`src/rtl/game_countdown_if.sv`:
```
`default_nettype none
//============================================================================
// Module      : game_countdown_if
// Description : Control and display bundle of the game round countdown
//               timer. The master side (game FSM) drives the Start, Pause and
//               AddTime controls. The slave side (the timer) returns the BCD
//               digits, the binary seconds value and the status flags.
// Revision    : 1.0 - initial release
//============================================================================
interface game_countdown_if;

    // Control from the game FSM
    logic       Start;
    logic       Pause;
    logic       AddTime;
    logic [3:0] AddAmount;

    // Status and display toward the game FSM and the hex_decoder pair
    logic [3:0] OnesValue;
    logic [3:0] TensValue;
    logic [6:0] SecondsLeft;
    logic       Running;
    logic       Expired;
    logic       TimeUp;
    logic       Warn;

    modport master (
        output Start,
        output Pause,
        output AddTime,
        output AddAmount,
        input  OnesValue,
        input  TensValue,
        input  SecondsLeft,
        input  Running,
        input  Expired,
        input  TimeUp,
        input  Warn
    );

    modport slave (
        input  Start,
        input  Pause,
        input  AddTime,
        input  AddAmount,
        output OnesValue,
        output TensValue,
        output SecondsLeft,
        output Running,
        output Expired,
        output TimeUp,
        output Warn
    );

endinterface
`default_nettype wire

```
`src/rtl/game_countdown.sv`:
```
`default_nettype none
//============================================================================
// Module      : game_countdown
// Description : Two-digit BCD countdown timer for a game round. It loads
//               START_SECONDS on Start and decrements once per
//               CLOCK_FREQUENCY cycles. It can pause while holding the
//               partial second, and it adds saturating bonus time. It raises
//               a one-cycle TimeUp pulse when it reaches 00.
//               Optional feature macro: GAME_COUNTDOWN_WARN_BLINK_EN.
//               When defined, Warn blinks at 1 Hz (high during the first half
//               of each second). When undefined, Warn is steady.
// Revision    : 1.0 - initial release
//============================================================================
module game_countdown #(
    parameter int CLOCK_FREQUENCY = 50000000,
    parameter int START_SECONDS   = 60,
    parameter int WARN_THRESHOLD  = 10
) (
    input  wire             ClockIn,
    input  wire             Reset,
    game_countdown_if.slave bus
);

    // Prescaler width; CLOCK_FREQUENCY is required to be at least 2
    localparam int              c_PW          = $clog2(CLOCK_FREQUENCY);
    localparam logic [c_PW-1:0] c_PRESC_MAX   = c_PW'(CLOCK_FREQUENCY - 1);
    localparam logic [c_PW-1:0] c_PRESC_ONE   = c_PW'(1);
    localparam logic [3:0]      c_START_TENS  = 4'(START_SECONDS / 10);
    localparam logic [3:0]      c_START_ONES  = 4'(START_SECONDS % 10);
    localparam logic            c_START_ZERO  = (START_SECONDS == 0);
    localparam logic [6:0]      c_WARN_LIMIT  = 7'(WARN_THRESHOLD);
    localparam logic [6:0]      c_SAT_MAX     = 7'd99;
    localparam logic [3:0]      c_DIGIT_MAX   = 4'd9;

    typedef enum logic [1:0] {
        S_IDLE    = 2'd0,
        S_RUNNING = 2'd1,
        S_PAUSED  = 2'd2,
        S_EXPIRED = 2'd3
    } t_state;

    t_state          r_state;
    t_state          w_state_nxt;
    logic [3:0]      r_ones;
    logic [3:0]      r_tens;
    logic [c_PW-1:0] r_presc;
    logic            r_timeup;

    logic [6:0]      w_secs;
    logic            w_tick;
    logic            w_add;
    logic [3:0]      w_amt;
    logic [6:0]      w_dec;
    logic [7:0]      w_sum;
    logic [6:0]      w_res;
    logic [3:0]      w_res_tens;
    logic [3:0]      w_res_ones;
    logic            w_load;
    logic            w_enter_exp;
    logic            w_active;
    logic            w_warn_base;
    logic            w_warn_phase;

    // Binary view of the registered digits, shared by the arithmetic and the outputs
    assign w_secs = ({3'd0, r_tens} * 7'd10) + {3'd0, r_ones};

    // A tick fires when a second ends in RUNNING. A simultaneous Pause swallows it.
    assign w_tick = (r_state == S_RUNNING) && (r_presc == '0) && !bus.Pause;

    // Bonus time counts only while a round is in progress
    assign w_active = (r_state == S_RUNNING) || (r_state == S_PAUSED);
    assign w_add    = bus.AddTime && w_active;

    // Out-of-range BCD amounts clamp to the largest digit
    assign w_amt = (bus.AddAmount > c_DIGIT_MAX) ? c_DIGIT_MAX : bus.AddAmount;

    // Combined tick and add: decrement first, then add, then saturate at 99
    assign w_dec = w_secs - {6'd0, w_tick};
    assign w_sum = {1'b0, w_dec} + {4'd0, (w_add ? w_amt : 4'd0)};
    assign w_res = (w_sum > {1'b0, c_SAT_MAX}) ? c_SAT_MAX : w_sum[6:0];

    // Split the updated value back into BCD digits
    assign w_res_tens = 4'(w_res / 7'd10);
    assign w_res_ones = 4'(w_res % 7'd10);

    // Next-state logic with the load and expiry events
    always_comb begin
        w_state_nxt = r_state;
        w_load      = 1'b0;
        w_enter_exp = 1'b0;
        case (r_state)
            S_IDLE, S_EXPIRED: begin
                if (bus.Start) begin
                    w_load = 1'b1;
                    if (c_START_ZERO) begin
                        w_state_nxt = S_EXPIRED;
                        w_enter_exp = 1'b1;
                    end else begin
                        w_state_nxt = S_RUNNING;
                    end
                end
            end
            S_RUNNING: begin
                if (w_tick && (w_res == 7'd0)) begin
                    w_state_nxt = S_EXPIRED;
                    w_enter_exp = 1'b1;
                end else if (bus.Pause) begin
                    w_state_nxt = S_PAUSED;
                end
            end
            S_PAUSED: begin
                if (!bus.Pause) begin
                    w_state_nxt = S_RUNNING;
                end
            end
            default: begin
                w_state_nxt = S_IDLE;
            end
        endcase
    end

    // State register and the TimeUp flag for the first EXPIRED cycle
    always_ff @(posedge ClockIn) begin
        if (Reset) begin
            r_state  <= S_IDLE;
            r_timeup <= 1'b0;
        end else begin
            r_state  <= w_state_nxt;
            r_timeup <= w_enter_exp;
        end
    end

    // Per-second prescaler. It holds outside RUNNING so a pause keeps the partial second.
    always_ff @(posedge ClockIn) begin
        if (Reset) begin
            r_presc <= c_PRESC_MAX;
        end else if (w_load) begin
            r_presc <= c_PRESC_MAX;
        end else if (r_state == S_RUNNING) begin
            if (r_presc != '0) begin
                r_presc <= r_presc - c_PRESC_ONE;
            end else if (!bus.Pause) begin
                r_presc <= c_PRESC_MAX;
            end
        end
    end

    // BCD digit registers: reload on Start, update on a tick or an accepted add
    always_ff @(posedge ClockIn) begin
        if (Reset) begin
            r_tens <= c_START_TENS;
            r_ones <= c_START_ONES;
        end else if (w_load) begin
            r_tens <= c_START_TENS;
            r_ones <= c_START_ONES;
        end else if (w_tick || w_add) begin
            r_tens <= w_res_tens;
            r_ones <= w_res_ones;
        end
    end

    // Low-time warning, optionally gated by the first half of each second
    assign w_warn_base = w_active && (w_secs != 7'd0) && (w_secs <= c_WARN_LIMIT);

`ifdef GAME_COUNTDOWN_WARN_BLINK_EN
    localparam logic [c_PW-1:0] c_PRESC_HALF = c_PW'(CLOCK_FREQUENCY / 2);
    assign w_warn_phase = (r_presc >= c_PRESC_HALF);
`else
    assign w_warn_phase = 1'b1;
`endif

    assign bus.OnesValue   = r_ones;
    assign bus.TensValue   = r_tens;
    assign bus.SecondsLeft = w_secs;
    assign bus.Running     = (r_state == S_RUNNING);
    assign bus.Expired     = (r_state == S_EXPIRED);
    assign bus.TimeUp      = r_timeup;
    assign bus.Warn        = w_warn_base && w_warn_phase;

endmodule
`default_nettype wire

```
`src/flat_wrapper.sv`:
```
// flat-port wrapper written by rule: the top's interface ports become plain ports
module game_countdown_flat 
#(
    parameter int CLOCK_FREQUENCY = 50000000,
    parameter int START_SECONDS   = 60,
    parameter int WARN_THRESHOLD  = 10
)
  (ClockIn, Reset, bus_Start, bus_Pause, bus_AddTime, bus_AddAmount, bus_OnesValue, bus_TensValue, bus_SecondsLeft, bus_Running, bus_Expired, bus_TimeUp, bus_Warn);
  game_countdown_if bus_i ();
  input  wire ClockIn;
  input  wire Reset;
  input wire logic [$bits(bus_i.Start)-1:0] bus_Start;
  input wire logic [$bits(bus_i.Pause)-1:0] bus_Pause;
  input wire logic [$bits(bus_i.AddTime)-1:0] bus_AddTime;
  input wire logic [$bits(bus_i.AddAmount)-1:0] bus_AddAmount;
  output wire logic [$bits(bus_i.OnesValue)-1:0] bus_OnesValue;
  output wire logic [$bits(bus_i.TensValue)-1:0] bus_TensValue;
  output wire logic [$bits(bus_i.SecondsLeft)-1:0] bus_SecondsLeft;
  output wire logic [$bits(bus_i.Running)-1:0] bus_Running;
  output wire logic [$bits(bus_i.Expired)-1:0] bus_Expired;
  output wire logic [$bits(bus_i.TimeUp)-1:0] bus_TimeUp;
  output wire logic [$bits(bus_i.Warn)-1:0] bus_Warn;
  assign bus_i.Start = bus_Start;
  assign bus_i.Pause = bus_Pause;
  assign bus_i.AddTime = bus_AddTime;
  assign bus_i.AddAmount = bus_AddAmount;
  assign bus_OnesValue = bus_i.OnesValue;
  assign bus_TensValue = bus_i.TensValue;
  assign bus_SecondsLeft = bus_i.SecondsLeft;
  assign bus_Running = bus_i.Running;
  assign bus_Expired = bus_i.Expired;
  assign bus_TimeUp = bus_i.TimeUp;
  assign bus_Warn = bus_i.Warn;
  game_countdown #(.CLOCK_FREQUENCY(CLOCK_FREQUENCY), .START_SECONDS(START_SECONDS), .WARN_THRESHOLD(WARN_THRESHOLD)) u_core (.ClockIn(ClockIn), .Reset(Reset), .bus(bus_i));
endmodule
```
`config.mk`:
```
export PLATFORM = sky130hd
export DESIGN_NAME = game_countdown_flat
export DESIGN_NICKNAME = d
export VERILOG_FILES = /design/src/rtl/game_countdown_if.sv /design/src/rtl/game_countdown.sv /design/src/flat_wrapper.sv
export SDC_FILE = /design/constraint.sdc
export NUM_CORES = 1
export LEC_CHECK = 0
export ABC_AREA = 1
export BUFFER_PORTS_ARGS = -buffer_cell sky130_fd_sc_hd__buf_4
export CORE_AREA = 2 2 90 92
export DETAILED_ROUTE_END_ITERATION = 7
export DIE_AREA = 0 0 92 94
export SLEW_MARGIN = 10
export SYNTH_ARGS = -nofsm -noshare
export SYNTH_HDL_FRONTEND = slang
export SYNTH_SLANG_ARGS = --single-unit
export TNS_END_PERCENT = 20
```
`constraint.sdc`:
```
create_clock -name ClockIn -period 6.35 [get_ports ClockIn]
set_input_delay 1.905 -clock ClockIn [delete_from_list [all_inputs] [get_ports ClockIn]]
set_output_delay 1.905 -clock ClockIn [all_outputs]
set_load 0.005 [all_outputs]
```
==> flow_metrics.tcl <==
set metrics [dict create \
    vias 3055 \
    yosys.area.top_type "dfxtp_1" \
    place_congestion 0.891 \
    ios 28 \
    synth_flop_cell "dfxtp_1" \
    min_period_over_period_pct 92.2 \
    crit_path_end_kind "flop" \
    overflow 0 \
    antenna_left 0 \
    fin_crit_ps 5860 \
    path_clk_slew_ps 70 \
    worst_pin_slew_ps 695 \
    crit_slowest_cell "ha_1" \
    clk_latency_ps 290 \
    grt_pass1_vias 2860 \
    skew_ps 3.26 \
    synth_compound_area_share_pct 12.3 \
    die_area_sq_mm 0.00865 \
    drc 0 \
    netlist_top_cells_area "dfxtp_1 25%, nand2_1 14%, inv_1 10%" \
    insertedDiodeCount 0 \
    crit_path_max_fanout 5 \
    synth_top_area_share_pct 24.7 \
    drt_iter0_drc 118 \
    synthCells 473 \
    fin_hold_ws_ps 463 \
    ys_warn_count 0 \
    async_flop_share_pct 0 \
    cts_sinks 37 \
    chipHeight_microns 94 \
    synth-edff-count 0 \
    rows 32 \
    drt_wl_total_microns 7110 \
    synthSimpleGateAreaFrac_pct 39.8 \
    core_sq_mm 0.00761 \
    synthXorXnorAreaFrac_pct 1.75 \
    slew_viol_final 0 \
    cpPeakStageDelay_ps 350 \
    final_nets 536 \
    wl_per_cell_microns 11.7 \
    synth_fp_nets 504 \
    start_util_pct 39.5 \
    portBuffers 27 \
    synth-seq-area-share_pct 24.7 \
    htree_levels 2 \
    n_fill_cell 817 \
    final_layout_size_suffix_gt1_share_pct 15.0 \
    required_ps 6550 \
    vias_per_cell 5.02 \
    die_x_microns 92 \
    finalHoldViolations 0 \
    fmax_mhz 171 \
    status "finished clean" \
    setup_viol 0 \
    synth_top_family_by_area "simple AND/OR/NAND/NOR gates" \
    cts_buffers 5 \
    worst_setup_path_start_kind "primary input" \
    timing.slew.headroom_pct 53.7 \
    maxCapViolations 0 \
    dp_hpwl_microns 5830 \
    cts_max_path_buffers 2 \
    cpMostUsedCell "nand2_1" \
    critPathKind "in2reg" \
    grt_max_degree 14 \
    yosysUniqueCellTypes 39 \
    syn_to_final_growth_pct 15.6 \
    synthMuxAreaShare_pct 0 \
    synth_area_sq_mm 0.00300 \
    antenna_found_initial 0 \
    cts_tree "built" \
    dr.pass1.iters 4 \
    worstPathArrival_ps 6050 \
    grt_usage_pct 17.4 \
    grt_pass1_wl_microns 12300 \
    ys_ff_latch 37 \
    yosys.area_share.adder_pct 9.92 \
    hold_class "reg2reg" \
    root_buffer "clkbuf_8" \
    syn_area_per_cell_sq_um 6.35 \
]
state kept, by name (all words and copies together), names as in the netlist:
register / flops
u_core.r_presc: 26
u_core.bus.TensValue: 4
u_core.r_state: 2
u_core.bus.TimeUp: 1
u_core.bus.OnesValue: 4
cells in the mapped netlist (3+ instances only):
master / number
nand2_1: 108
inv_1: 82
nand3_1: 54
nor2_1: 46
dfxtp_1: 37
o21ai_0: 26
a21oi_1: 19
ha_1: 19
nand2_2: 10
nor3_1: 8
a21o_1: 5
inv_2: 5
nand3_2: 5
o211ai_1: 5
nand3b_1: 4
nand4_1: 4
xor2_1: 4
clkbuf_1: 3
fa_1: 3
nor2_2: 3
cell type report:
class / instances / area [sq um] / area share, %
Clock inverter: 1 / 30.0 / 0.865
Tap cell: 102 / 128 / 3.68
Sequential cell: 37 / 741 / 21.3
Clock buffer: 7 / 86.3 / 2.49
Inverter: 87 / 327 / 9.41
Multi-Input combinational cell: 345 / 1940 / 55.9
Timing Repair Buffer: 29 / 218 / 6.27
worst paths after layout:
path	startpoint	to	slack, ps	cells after the start
max reg2reg	u_core.r_presc[8]$_SDFFE_PP0P_	u_core.bus.OnesValue[2]$_SDFFE_PP0P_	1150	46
max	bus_Pause	u_core.bus.OnesValue[2]$_SDFFE_PP0P_	490	41
min	u_core.r_presc[0]$_SDFFE_PP1P_	u_core.r_presc[0]$_SDFFE_PP1P_	460	2
min reg2reg	u_core.r_presc[0]$_SDFFE_PP1P_	u_core.r_presc[0]$_SDFFE_PP1P_	460	2
worst max-delay path: cells and delay by family:
family / cells / cell delay (ps)
XOR/XNOR: 1 / 70
buffers and inverters: 7 / 430
adder cells (fa/ha/maj): 5 / 1050
AND/OR/NAND/NOR: 27 / 2390
AO/OA/AOI/OAI: 1 / 210
cells by family after synthesis:
kind of cell	Yosys count
AND/OR/NAND/NOR	255
XOR/XNOR	6
buffers and inverters	91
adder cells (fa/ha/maj)	22
AO/OA/AOI/OAI	62
flip-flops	37
repair_timing:
item,in CTS,in global routing
buffers inserted,0,2
hold buffers,0,0
resized for setup,0,9
setup endpoints to repair,0,4
through the flow:
stage | worst slack [ps] | area [sq um] | utilization [%] | cells | setup TNS [ps]
2_1_floorplan | 779 | 3000 | - | 473 | 0
3_3_place_gp | 205 | 3310 | 43.6 | 598 | 0
3_5_place_dp | 73.5 | 3310 | 43.6 | 598 | 0
4_1_cts | 374 | 3430 | 45.1 | 606 | 0
5_1_grt | -25.2 | 3470 | 45.6 | 608 | -28.4
6_report | 494 | 3470 | 45.6 | 608 | 0
layer usage:
layer,global-route usage (%),share of wire [%],vias to the layer above
li1,-,-,1593
met1,23.5,50,1397
met2,28.9,45,54
met3,2.97,3.8,11
met4,4.60,1.4,0
met5,0,0,-
cell usage in the layout (no fill, tap or decap), drive strengths merged, types with 7 or more instances in the layout:
cell    count
ha         19
nor3       10
a21oi      20
nor2       50
buf        29
clkbuf      7
nand3      59
inv        87
nand2     120
dfxtp      37
o21ai      26
Power is not shown: default switching activity piles up to over one toggle a cycle in this logic, so the estimate is an artifact.
